$ cat src/rtl/branch_lut_loader.sv
// Writable 16-entry branch-target table with a write loader, a sequenced bulk clear and a commit state.
// The fetch stage reads target/hit combinationally from the stored entries.
module branch_lut_loader #(
   parameter int unsigned D = 10,
   parameter int unsigned N = 16
) (
   input  logic         clk,
   input  logic         reset,
   input  logic         wr_valid,
   output logic         wr_ready,
   input  logic [3:0]   wr_addr,
   input  logic [D-1:0] wr_data,
   input  logic         commit,
   input  logic         clr_start,
   input  logic [3:0]   addr,
   output logic [D-1:0] target,
   output logic         hit,
   output logic         ready,
   output logic         busy,
   output logic [4:0]   n_valid,
   output logic         err
);

   localparam int unsigned AW = 4;
   localparam int unsigned CW = 5;

   typedef enum logic [1:0] {
      ST_LOAD  = 2'd0,
      ST_CLEAR = 2'd1,
      ST_READY = 2'd2
   } state_t;

   state_t          state_q, state_d;
   logic [AW-1:0]   cnt_q, cnt_d;
   logic [D-1:0]    entry_q [N];
   logic [D-1:0]    entry_d [N];
   logic [N-1:0]    valid_q, valid_d;
   logic [CW-1:0]   n_valid_q, n_valid_d;
   logic            err_q, err_d;

   always_ff @(posedge clk or posedge reset) begin
      if (reset) begin
         state_q   <= ST_LOAD;
         cnt_q     <= '0;
         valid_q   <= '0;
         n_valid_q <= '0;
         err_q     <= 1'b0;
         for (int i = 0; i < int'(N); i++) begin
            entry_q[i] <= '0;
         end
      end else begin
         state_q   <= state_d;
         cnt_q     <= cnt_d;
         valid_q   <= valid_d;
         n_valid_q <= n_valid_d;
         err_q     <= err_d;
         entry_q   <= entry_d;
      end
   end

   always_comb begin
      state_d   = state_q;
      cnt_d     = cnt_q;
      entry_d   = entry_q;
      valid_d   = valid_q;
      n_valid_d = n_valid_q;
      err_d     = err_q;

      unique case (state_q)
         ST_LOAD: begin
            // A same-cycle write still lands; a following clear erases it.
            if (wr_valid) begin
               entry_d[wr_addr] = wr_data;
               valid_d[wr_addr] = 1'b1;
               if (!valid_q[wr_addr]) begin
                  n_valid_d = n_valid_q + CW'(1);
               end
            end
            if (clr_start) begin
               state_d = ST_CLEAR;
               cnt_d   = '0;
               err_d   = 1'b0;
            end else if (commit) begin
               state_d = ST_READY;
            end
         end
         ST_CLEAR: begin
            entry_d[cnt_q] = '0;
            valid_d[cnt_q] = 1'b0;
            if (valid_q[cnt_q]) begin
               n_valid_d = n_valid_q - CW'(1);
            end
            cnt_d = cnt_q + AW'(1);
            if (cnt_q == AW'(N - 1)) begin
               state_d = ST_LOAD;
            end
         end
         ST_READY: begin
            if (wr_valid) begin
               err_d = 1'b1;
            end
            if (clr_start) begin
               state_d = ST_CLEAR;
               cnt_d   = '0;
               err_d   = 1'b0;
            end
         end
         default: begin
            state_d = ST_LOAD;
         end
      endcase
   end

   assign wr_ready = (state_q == ST_LOAD);
   assign ready    = (state_q == ST_READY);
   assign busy     = (state_q == ST_CLEAR);
   assign n_valid  = n_valid_q;
   assign err      = err_q;
   assign target   = entry_q[addr];
   assign hit      = valid_q[addr];

endmodule

$ cat config.mk
export PLATFORM = sky130hd
export DESIGN_NAME = branch_lut_loader
export DESIGN_NICKNAME = d
export VERILOG_FILES = /design/src/rtl/branch_lut_loader.sv
export SDC_FILE = /design/constraint.sdc
export NUM_CORES = 1
export LEC_CHECK = 0
export CAP_MARGIN = 25
export CORE_UTILIZATION = 35
export CTS_CLUSTER_SIZE = 25
export DETAILED_ROUTE_END_ITERATION = 7
export PLACE_DENSITY = 0.59
export REMOVE_ABC_BUFFERS = 1
export SYNTH_ARGS = -nofsm -noshare
export SYNTH_HDL_FRONTEND = slang
export SYNTH_SLANG_ARGS = --single-unit
$ cat constraint.sdc
create_clock -name clk -period 16.9 [get_ports clk]
set_input_delay 3.38 -clock clk [delete_from_list [all_inputs] [get_ports clk]]
set_output_delay 3.38 -clock clk [all_outputs]
set_load 0.1 [all_outputs]
**Word-level counts from Yosys, hierarchy flattened**

Cells that the tools add are included.
W data, S select, Z words.

- Output and inout bits: 20
- Register bits: 188
- Logic and storage cells: 105
- Bits of input ports: 23

- Add/sub/neg operators: 3
- Reductions and logical operators: 14
- Bitwise logic cells: 8
- Magnitude comparators: 10
- Eq/ne operators: 12
- Mux-type cells: 37

Operators by type and width:

| operator | number |
|---|---|
| $pmux W160 S2 | 1 |
| $and A160 B160 Y160 | 1 |
| $bwmux W160 | 1 |
| $mux W160 | 1 |
| $not A160 Y160 | 1 |
| $demux W10 S4 | 2 |
| $bmux W10 S4 | 1 |
| $mux W10 | 4 |
| $pmux W16 S2 | 1 |
| $and A16 B16 Y16 | 1 |
| $mux W16 | 1 |
| $not A16 Y16 | 1 |
| $or A16 B16 Y16 | 1 |
| $ge A5 B5 Y1 const B | 3 |
| $lt A4 B5 Y1 const B | 3 |
| $mux W5 | 3 |
| $not A4 Y5 | 3 |
| $bmux W1 S4 | 3 |
| $lt A5 B1 Y1 const B | 2 |
| $pmux W5 S2 | 1 |
| $demux W1 S4 | 2 |
| $ge A4 B1 Y1 const B | 2 |
| $mux W1 | 8 |
| $mux W2 | 4 |
| 21 further kinds | 33 |

**Depth between registers and ports, before layout**

Gate-level depths: netlist of the first run.

- Word-level depth: 8
- Gate-level depth with buffers: 11

**Worst setup path after synthesis of the first run**

OpenSTA, ideal clock, no wires.

- Path kind: in2out
- From: input port addr[0]
- To: output port hit
- Stages: 4
- Arrival time: 5.145 ns
- Setup slack: 8.375 ns
- Cell sequence: buf_2 buf_2 mux4_2 mux4_2

- Longest elaborated chain between the ends: 2

RTL lines:

| element | RTL line | source |
|---|---|---|
| start: declaration | 15 | `input logic [3:0] addr,` |
| $bmux W1 S4 | 120 | `assign hit = valid_q[addr];` |
| $mux W1 (not written as such) | 120 |  |
| end: declaration | 17 | `output logic hit,` |

Every way passes these cells. The select of a mux whose other input is x is not followed.

**Final worst setup path of the first run**

- From: input port addr[0]
- To: output port target[8]

- Longest elaborated chain between the ends: 4

RTL lines:

| element | RTL line | source |
|---|---|---|
| $not A4 Y5 (not written as such) | 119 | `assign target = entry_q[addr];` |
| $bmux W10 S4 | 119 |  |
| $mux W10 (not written as such) (2 in series) | 119 |  |
| end: declaration | 16 | `output logic [D-1:0] target,` |

Every way passes these cells. The select of a mux whose other input is x is not followed.

==> results.cfg, run 1 <==
[yosys]
synth_edf_count = 0
synth_compound_area_frac = 0.200
synth-seq-cells = 188
synthAdderAreaFrac = 0.00713
syn-mean-instance-area_um2 = 13.5
synth_cell_types = 42
yosys.area_share.simple = 0.0518
synthMuxAreaShare = 0.165
seq_area_frac_synth = 0.536
synthesis.area_um2 = 8770
synth_xor_area_frac = 0.00599
synth_top_family_by_area = compound AO/OA/AOI/OAI gates
yosys_warnings = 0
async_flop_share = 1.00
synth_cells = 648
synth_ff_type = dfrtp_1

[timing]
worstMarginPinSlew_ns = 0.984
setup_tns_ns = 0
final.setup_skew_ns = 0.00885
period_minus_slack_ns = 9.66
layout_worst_path_cycle_share = 0.571
setup-violations-final = 0
drv_slew = 0
fmax_ghz = 0.104
hold_viol_final = 0
rsz0062_at_grt = no
slew-limit-headroom = 0.342

[clocking]
clkLatencyLatePin_ns = 0.44
ctsResizeCount = 0
clockBufferDepth = 2
cts.sinks = 188
post_cts_buffers = 0
cts.clk_slew.worst_paths_ns = 0.07
cts_tree = yes
cts_root_buffer = clkbuf_16
cts_hold_buf = 0
htreeDepth = 4
cts-buffers-inserted = 17

[critical_path]
cp_max_fo = 44
r2r_start = state_q[0]
worst-setup-path-type = input pin to primary output
start_kind = input pin
timing.rr.end = entry_q[130]
reg2reg_setup_slack_ns = 14.31
crit_arrival_ns = 6.28
cp.required_ns = 13.52
endpoint_kind = primary output
rr_worst_depth = 4

[floorplan]
die_w_um = 160
initial_core_util = 0.359
io_pins = 43
row_count = 57
die_h_um = 160
coreArea_um2 = 24500
die_area_um2 = 25700

[grt]
grt_pass1_vias = 6300
grt_use_met1 = 0.296
track_usage = 0.214
grt_antenna_before_repair = 0
grt_overflow_total = 0
grt_use_met2 = 0.333
busiest_layer = met2
grt_max_degree = 81
met3_usage = 0.0501
grt_pass1_wl_mm = 40.9

[drt]
routed_wl_mm = 26.0
wl_per_cell_um = 26.0
vias = 6145
ant_nets = 0
routed_via_density = 6.13
first_pass_iters = 7
drc_errors = 0
drtIter0Drc = 649

[pwr]
powerDensity_nw_per_um2 = 186
peakVddDrop_v = 0.0000876
leakage_nw = 4.56

[cells_and_area]
register_area_um2 = 4700
fin_util = 0.414
mostFrequentLayoutCells = 188 x dfrtp_1, 150 x a22o_1, 57 x mux4_2
nFillCells = 2196
drive_above_1_share = 0.204
fin_area_um2 = 10100
final_cells = 1002
synthToLayoutAreaGrowth_pct = 15.5
n_antenna_cell = 0
layout_commonest_cell = dfrtp_1
multiInputGateArea_um2 = 3770
layout.nets = 693

[worst_hold_path]
hold_depth = 1
hold_path.class = flip-flop to flip-flop
hp-start = n_valid[4]
holdPathEnd = n_valid[4]

[run]
max-cap-violations = 0

[placed_design]
gp_congestion = 0.873
portBuffers = 42
place.detailed.hpwl_mm = 16.5
placed_cells = 969
place_area_um2 = 9470

[outcome]
status = finished, final reports clean
-- worst max-delay path, cell delays in order --
cell,delay [ns]
buf_2,0.08
buf_4,0.65
mux4_2,0.61
mux4_2,0.52
clkdlybuf4s50_1,0.99
-- through the flow --
stage	setup WS [ns]	power, mW	hold slack [ns]
floorplan	8.41	1.24	0.461
global placement	7.21	1.43	0.460
detailed placement	7.18	1.45	0.471
CTS	7.18	1.88	0.483
global route	7.10	1.97	0.510
finish	7.24	1.88	0.477
-- cells by family after synthesis --
family | after synthesis
adder cells (fa/ha/maj) | 5
AO/OA/AOI/OAI | 209
multiplexers | 71
AND/OR/NAND/NOR | 98
flip-flops | 188
buffers and inverters | 71
XOR/XNOR | 6
-- sequential cells by signal, indices dropped and copies added, names as in the netlist --
signal and flops:
valid_q 16, entry_q 160, err 1, n_valid 5, state_q 2, cnt_q 4
-- report_power, final --
group          leakage (nW)  switching (mW)  internal (mW)  total, mW
sequential             2.52           0.155          0.629      0.784
combinational          1.73           0.375          0.294      0.669
clock                 0.309           0.196          0.231      0.427
total                  4.56           0.726           1.15       1.88
-- per-layer routing --
| metal | share of wire | up-vias |
|---|---|---|
| met5 | 0 | - |
| met4 | 0.018 | 0 |
| met3 | 0.077 | 39 |
| met2 | 0.48 | 303 |
| met1 | 0.43 | 3262 |
| li1 | - | 2541 |
-- final cells by class --
type,instances,area share
clock buffer,18,0.0434
clock inverter,14,0.0188
inverter,6,0.00272
multi-input combinational,389,0.373
sequential,188,0.464
tap,324,0.0400
timing repair buffer,63,0.0581
-- synthesized netlist by cell type, types with 2 or more instances --
cell type	count	area, um2
ha_1	5	62.6
dfrtp_1	188	4700
nor2_2	2	12.5
a21oi_1	4	20.0
mux2_2	2	22.5
nor3_1	11	55.1
buf_2	13	65.1
nor2_1	19	71.3
a311oi_1	2	17.5
nand4_1	2	12.5
a21o_1	16	120
nor4_1	2	12.5
a22o_1	150	1310
o21ai_0	13	65.1
clkbuf_1	39	146
a21oi_2	15	131
buf_1	11	41.3
inv_1	6	22.5
nand3_1	3	15.0
mux2i_1	10	100
nand2_1	46	173
mux4_2	57	1280
xnor2_1	5	43.8
nand2b_1	6	37.5
o31ai_1	3	22.5
nor2b_1	2	12.5
-- worst max path at each step --
stage | to | slack, ns | start | cells after the start
2_1_floorplan | cnt_q[0] | 8.41 | reset | 1
3_3_place_gp | target[8] | 7.21 | addr[0] | 5
3_5_place_dp | target[8] | 7.18 | addr[0] | 5
4_1_cts | target[8] | 7.18 | addr[0] | 5
5_1_grt | target[8] | 7.10 | addr[0] | 5
6_report | target[8] | 7.24 | addr[0] | 5
(Power assumes the default switching activity.)
==> run 2, diff against run 1 <==
--- a/config.mk
+++ b/config.mk
@@ -9,7 +9,7 @@
 export CORE_UTILIZATION = 35
 export CTS_CLUSTER_SIZE = 25
 export DETAILED_ROUTE_END_ITERATION = 7
-export PLACE_DENSITY = 0.59
+export PLACE_DENSITY = 0.61
 export REMOVE_ABC_BUFFERS = 1
 export SYNTH_ARGS = -nofsm -noshare
 export SYNTH_HDL_FRONTEND = slang
==> constraint.sdc (replaced) <==
create_clock -name clk -period 8.52 [get_ports clk]
set_input_delay 1.704 -clock clk [delete_from_list [all_inputs] [get_ports clk]]
set_output_delay 1.704 -clock clk [all_outputs]
set_load 0.1 [all_outputs]
==> run 2 against run 1 <==
Largest cell class unchanged. Via count is 3.2% lower. Power is 94% higher. Combinational power is 99% higher. Critical path type unchanged.
==> results.cfg, run 2 (synthesized netlist as in run 1, its figures left out) <==
[outcome]
status = finished, final reports clean

[timing]
layout_worst_path_cycle_share = 0.727
period_minus_slack_ns = 6.19
hold_viol_final = 0
worstMarginPinSlew_ns = 1.00
holdWs_ns = 0.480
fmax_ghz = 0.161
setup-violations-final = 0
slew-limit-headroom = 0.330
setup_tns_ns = 0
rsz0062_at_grt = no
drv_slew = 0
final.setup_skew_ns = 0.00800

[clocking]
post_cts_buffers = 0
cts_hold_buf = 0
clockBufferDepth = 2
htreeDepth = 4
cts_root_buffer = clkbuf_16
cts_tree = yes
cts-buffers-inserted = 17
cts.clk_slew.worst_paths_ns = 0.07
clkLatencyLatePin_ns = 0.43
cts.sinks = 188
ctsResizeCount = 0

[pwr]
power_frac_seq = 0.418
internal_power_mw = 2.24
leakage_nw = 4.54
p_total_mw = 3.64
p_sw_mw = 1.40
powerDensity_nw_per_um2 = 360
p_comb_frac = 0.364
peakVddDrop_v = 0.000169
clock_power_share = 0.218
p_sw_frac = 0.384

[critical_path]
r2r_start = state_q[1]
cp_cell_sequence = buf_2, buf_12, buf_4, mux4_2, mux4_2, clkdlybuf4s50_1
crit_arrival_ns = 4.49
crit_path_frequent_cell = mux4_2
start_kind = input pin
endpoint_kind = primary output
timing.rr.end = entry_q[56]
reg2reg_setup_slack_ns = 6.02
cp_max_fo = 24
cp.required_ns = 6.82
worst-setup-path-type = input pin to primary output
rr_worst_depth = 6
max_stage_delay_ns = 0.99
slowest_stage = clkdlybuf4s50_1

[cells_and_area]
drive_above_1_share = 0.202
nFillCells = 2185
largest_reg_flops = 160
n_antenna_cell = 0
fin_util = 0.414
mostFrequentLayoutCells = 188 x dfrtp_1, 150 x a22o_1, 57 x mux4_2
layout.nets = 692
final_cells = 1001
synthToLayoutAreaGrowth_pct = 15.3
max_flop_register = entry_q
layout_commonest_cell = dfrtp_1

[grt]
grt_pass1_wl_mm = 37.7
grt_pass1_vias = 6345
track_usage = 0.191
grt_max_degree = 101
grt_overflow_total = 0
grt_antenna_before_repair = 0

[floorplan]
initial_core_util = 0.359
io_pins = 43
row_count = 57
coreArea_um2 = 24500
die_area_um2 = 25700
die_h_um = 160
die_w_um = 160

[drt]
ant_nets = 0
routed_via_density = 5.94
first_pass_iters = 5
drc_errors = 0
routed_wl_mm = 23.2
drtIter0Drc = 650
wl_per_cell_um = 23.2
vias = 5950

[placed_design]
place.detailed.hpwl_mm = 15.6
placed_cells = 961
gp_congestion = 0.889
portBuffers = 42

[worst_hold_path]
holdPathEnd = n_valid[4]
hp-start = n_valid[4]
hold_depth = 1
hold_path.class = flip-flop to flip-flop

[run]
max-cap-violations = 0
run 2: changes by cell type in the layout (fill, tap and decap cells not counted):
cell,before,now
buf_6,0,2
bufinv_16,2,0
inv_6,5,2
clkinvlp_4,0,2
clkinv_4,2,3
buf_12,0,2
clkbuf_8,1,3
buf_4,20,15
run 2: worst max-delay path by stage:
stage / slack (ns) / from / end
global route: 2.23 / addr[0] / target[8]
global placement: 1.88 / addr[0] / target[2]
detailed placement: 1.84 / addr[0] / target[8]
CTS: 1.84 / addr[0] / target[2]
floorplan: 1.70 / reset / cnt_q[0]
finish: 2.33 / addr[0] / target[2]
run 2: critical path: cells and delay by family:
| family | cells | cell delay [ns] |
|---|---|---|
| muxes | 2 | 1.03 |
| buffers and inverters | 4 | 1.70 |
run 2: power groups by stage:
stage	Clock (mW)	Sequential, mW	Combinational [mW]
after global placement	0	1.51	1.29
after floorplan	0	1.53	0.931
final	0.794	1.52	1.33
after CTS	0.805	1.51	1.33
after global routing	0.839	1.56	1.41
after detailed placement	0	1.52	1.33
run 2: cell type report:
type                       instances  area (um2)  area share
clock inverter                    12         128      0.0126
clock buffer                      20         467      0.0461
timing repair buffer              62         613      0.0606
inverter                           6        27.5     0.00272
sequential                       188        4700       0.465
tap                              324         405      0.0401
multi-input combinational        389        3770       0.373
run 2: through the flow:
stage          setup WS (ns)  cell area [um2]
3_5_place_dp            1.84             9420
5_1_grt                 2.23            10100
2_1_floorplan           1.70             8500
4_1_cts                 1.84            10000
6_report                2.33            10100
3_3_place_gp            1.88             9390
run 2: layer usage:
layer / GRT usage / up-vias / share of wire
met1: 0.259 / 3155 / 0.44
met3: 0.0431 / 35 / 0.062
met2: 0.305 / 229 / 0.49
met4: 0.0628 / 0 / 0.017
li1: - / 2531 / -
met5: 0 / - / 0
==> run 3, diff against run 2 <==
==> constraint.sdc (replaced) <==
create_clock -name clk -period 5.4 [get_ports clk]
set_input_delay 1.08 -clock clk [delete_from_list [all_inputs] [get_ports clk]]
set_output_delay 1.08 -clock clk [all_outputs]
set_load 0.1 [all_outputs]
==> run 3 against run 2 <==
Cell area down 0.77%. Sequential cell count unchanged. Utilization down 0.32 points. Via count down 0.17%. Worst setup slack worse by 1.2 ns. Final cell count down 0.20%. Clock power up 51%. Largest power group unchanged. Power up 57%. Register-to-register slack worse by 3.2 ns. Die area unchanged. Largest cell class unchanged. Critical endpoint is now target[7]. Sequential power up 60%. Count of clock-buffer cells in the layout down 2.
==> results.cfg, run 3 (synthesized netlist as in run 1, its figures left out) <==
[pwr]
internal_power_mw = 3.50
p_sw_frac = 0.387
p_comb_frac = 0.364
powerDensity_nw_per_um2 = 568
leakage_nw = 4.54
clock_power_share = 0.211
p_sw_mw = 2.21
peakVddDrop_v = 0.000245
power_frac_seq = 0.425

[critical_path]
crit_buf_inv = 3
worst-setup-path-type = input pin to primary output
rr_worst_depth = 6
cp_max_fo = 27
max_stage_delay_ns = 0.62
start_kind = input pin
path_delay_family = buffers and inverters
slowest_stage = buf_2
crit_arrival_ns = 3.18
r2r_start = state_q[1]
timing.rr.end = entry_q[50]
endpoint_kind = primary output
reg2reg_setup_slack_ns = 2.86
cp.required_ns = 4.32
cp_cell_sequence = buf_2, buf_4, mux4_2, mux4_2, buf_4

[placed_design]
gp_congestion = 0.859
place_area_um2 = 9460
portBuffers = 42
place.detailed.hpwl_mm = 15.5
placed_cells = 967

[timing]
rsz0062_at_grt = no
setup_tns_ns = 0
fmax_ghz = 0.235
slew-limit-headroom = 0.344
drv_slew = 0
layout_worst_path_cycle_share = 0.789
final.setup_skew_ns = 0.00977
worstMarginPinSlew_ns = 0.981
setup-violations-final = 0
hold_viol_final = 0
period_minus_slack_ns = 4.26

[cells_and_area]
fin_area_um2 = 10000
n_antenna_cell = 0
fin_util = 0.411
max_flop_register = entry_q
final_cells = 999
nFillCells = 2194
layout_commonest_cell = dfrtp_1
largest_reg_flops = 160
mostFrequentLayoutCells = 188 x dfrtp_1, 150 x a22o_1, 57 x mux4_2
layout.nets = 691
drive_above_1_share = 0.216
synthToLayoutAreaGrowth_pct = 14.5

[clocking]
clockBufferDepth = 2
post_cts_buffers = 0
htreeDepth = 4
cts_root_buffer = clkbuf_16
ctsResizeCount = 0
cts-buffers-inserted = 17
cts_tree = yes
cts.clk_slew.worst_paths_ns = 0.07
cts_hold_buf = 0
cts.sinks = 188
clkLatencyLatePin_ns = 0.43

[grt]
grt_antenna_before_repair = 0
grt_overflow_total = 0
grt_max_degree = 118
track_usage = 0.185
grt_pass1_wl_mm = 36.9
grt_pass1_vias = 6229

[drt]
drc_errors = 0
vias = 5940
routed_wl_mm = 22.7
first_pass_iters = 5
wl_per_cell_um = 22.8
drtIter0Drc = 496
routed_via_density = 5.95
ant_nets = 0

[floorplan]
initial_core_util = 0.359
row_count = 57
coreArea_um2 = 24500
die_area_um2 = 25700
die_w_um = 160
io_pins = 43
die_h_um = 160

[worst_hold_path]
hp-start = n_valid[4]
hold_path.class = flip-flop to flip-flop
holdPathEnd = n_valid[4]
hold_depth = 1

[run]
max-cap-violations = 0

[outcome]
status = finished, final reports clean
## run 3: how the worst max path moves through the flow
stage / start / depth (start not counted) / slack [ns] / to
2_1_floorplan: reset / 1 / -0.79 / cnt_q[0]
3_3_place_gp: addr[1] / 5 / 1.22 / target[7]
3_5_place_dp: addr[1] / 5 / 1.15 / target[2]
4_1_cts: addr[1] / 5 / 1.16 / target[7]
5_1_grt: addr[1] / 5 / 1.09 / target[5]
6_report: addr[1] / 5 / 1.14 / target[7]
## run 3: area by class of cell
| class | count | area [um2] | area share |
|---|---|---|---|
| multi-input cells | 389 | 3770 | 0.376 |
| clock buffers | 18 | 439 | 0.0437 |
| clock inverters | 13 | 120 | 0.0120 |
| inverters | 6 | 27.5 | 0.00274 |
| well taps | 324 | 405 | 0.0404 |
| repair buffers | 61 | 571 | 0.0568 |
| flip-flops and latches | 188 | 4700 | 0.468 |
## run 3: routing by layer
metal	track usage	up-vias	share of wire	routed length, um
met5	0	-	0	0
met4	0.0736	0	0.020	464
met3	0.0367	38	0.066	1500
met2	0.286	250	0.48	10800
met1	0.257	3130	0.44	9920
li1	-	2522	-	-
## run 3: per-stage QoR
| step | power [mW] | hold WS [ns] | setup slack, ns |
|---|---|---|---|
| final | 5.70 | 0.481 | 1.14 |
| after global routing | 5.97 | 0.501 | 1.09 |
| after CTS | 5.71 | 0.485 | 1.16 |
| after detailed placement | 4.49 | 0.469 | 1.15 |
| after global placement | 4.43 | 0.462 | 1.22 |
| after floorplan | 3.88 | 0.461 | -0.794 |
## run 3: power by group through the flow
| stage | Combinational, mW | Sequential [mW] | Clock, mW |
|---|---|---|---|
| 6_report | 2.08 | 2.43 | 1.20 |
| 5_1_grt | 2.21 | 2.48 | 1.28 |
| 4_1_cts | 2.08 | 2.41 | 1.22 |
| 3_5_place_dp | 2.07 | 2.41 | 0 |
| 3_3_place_gp | 2.01 | 2.42 | 0 |
| 2_1_floorplan | 1.47 | 2.41 | 0 |
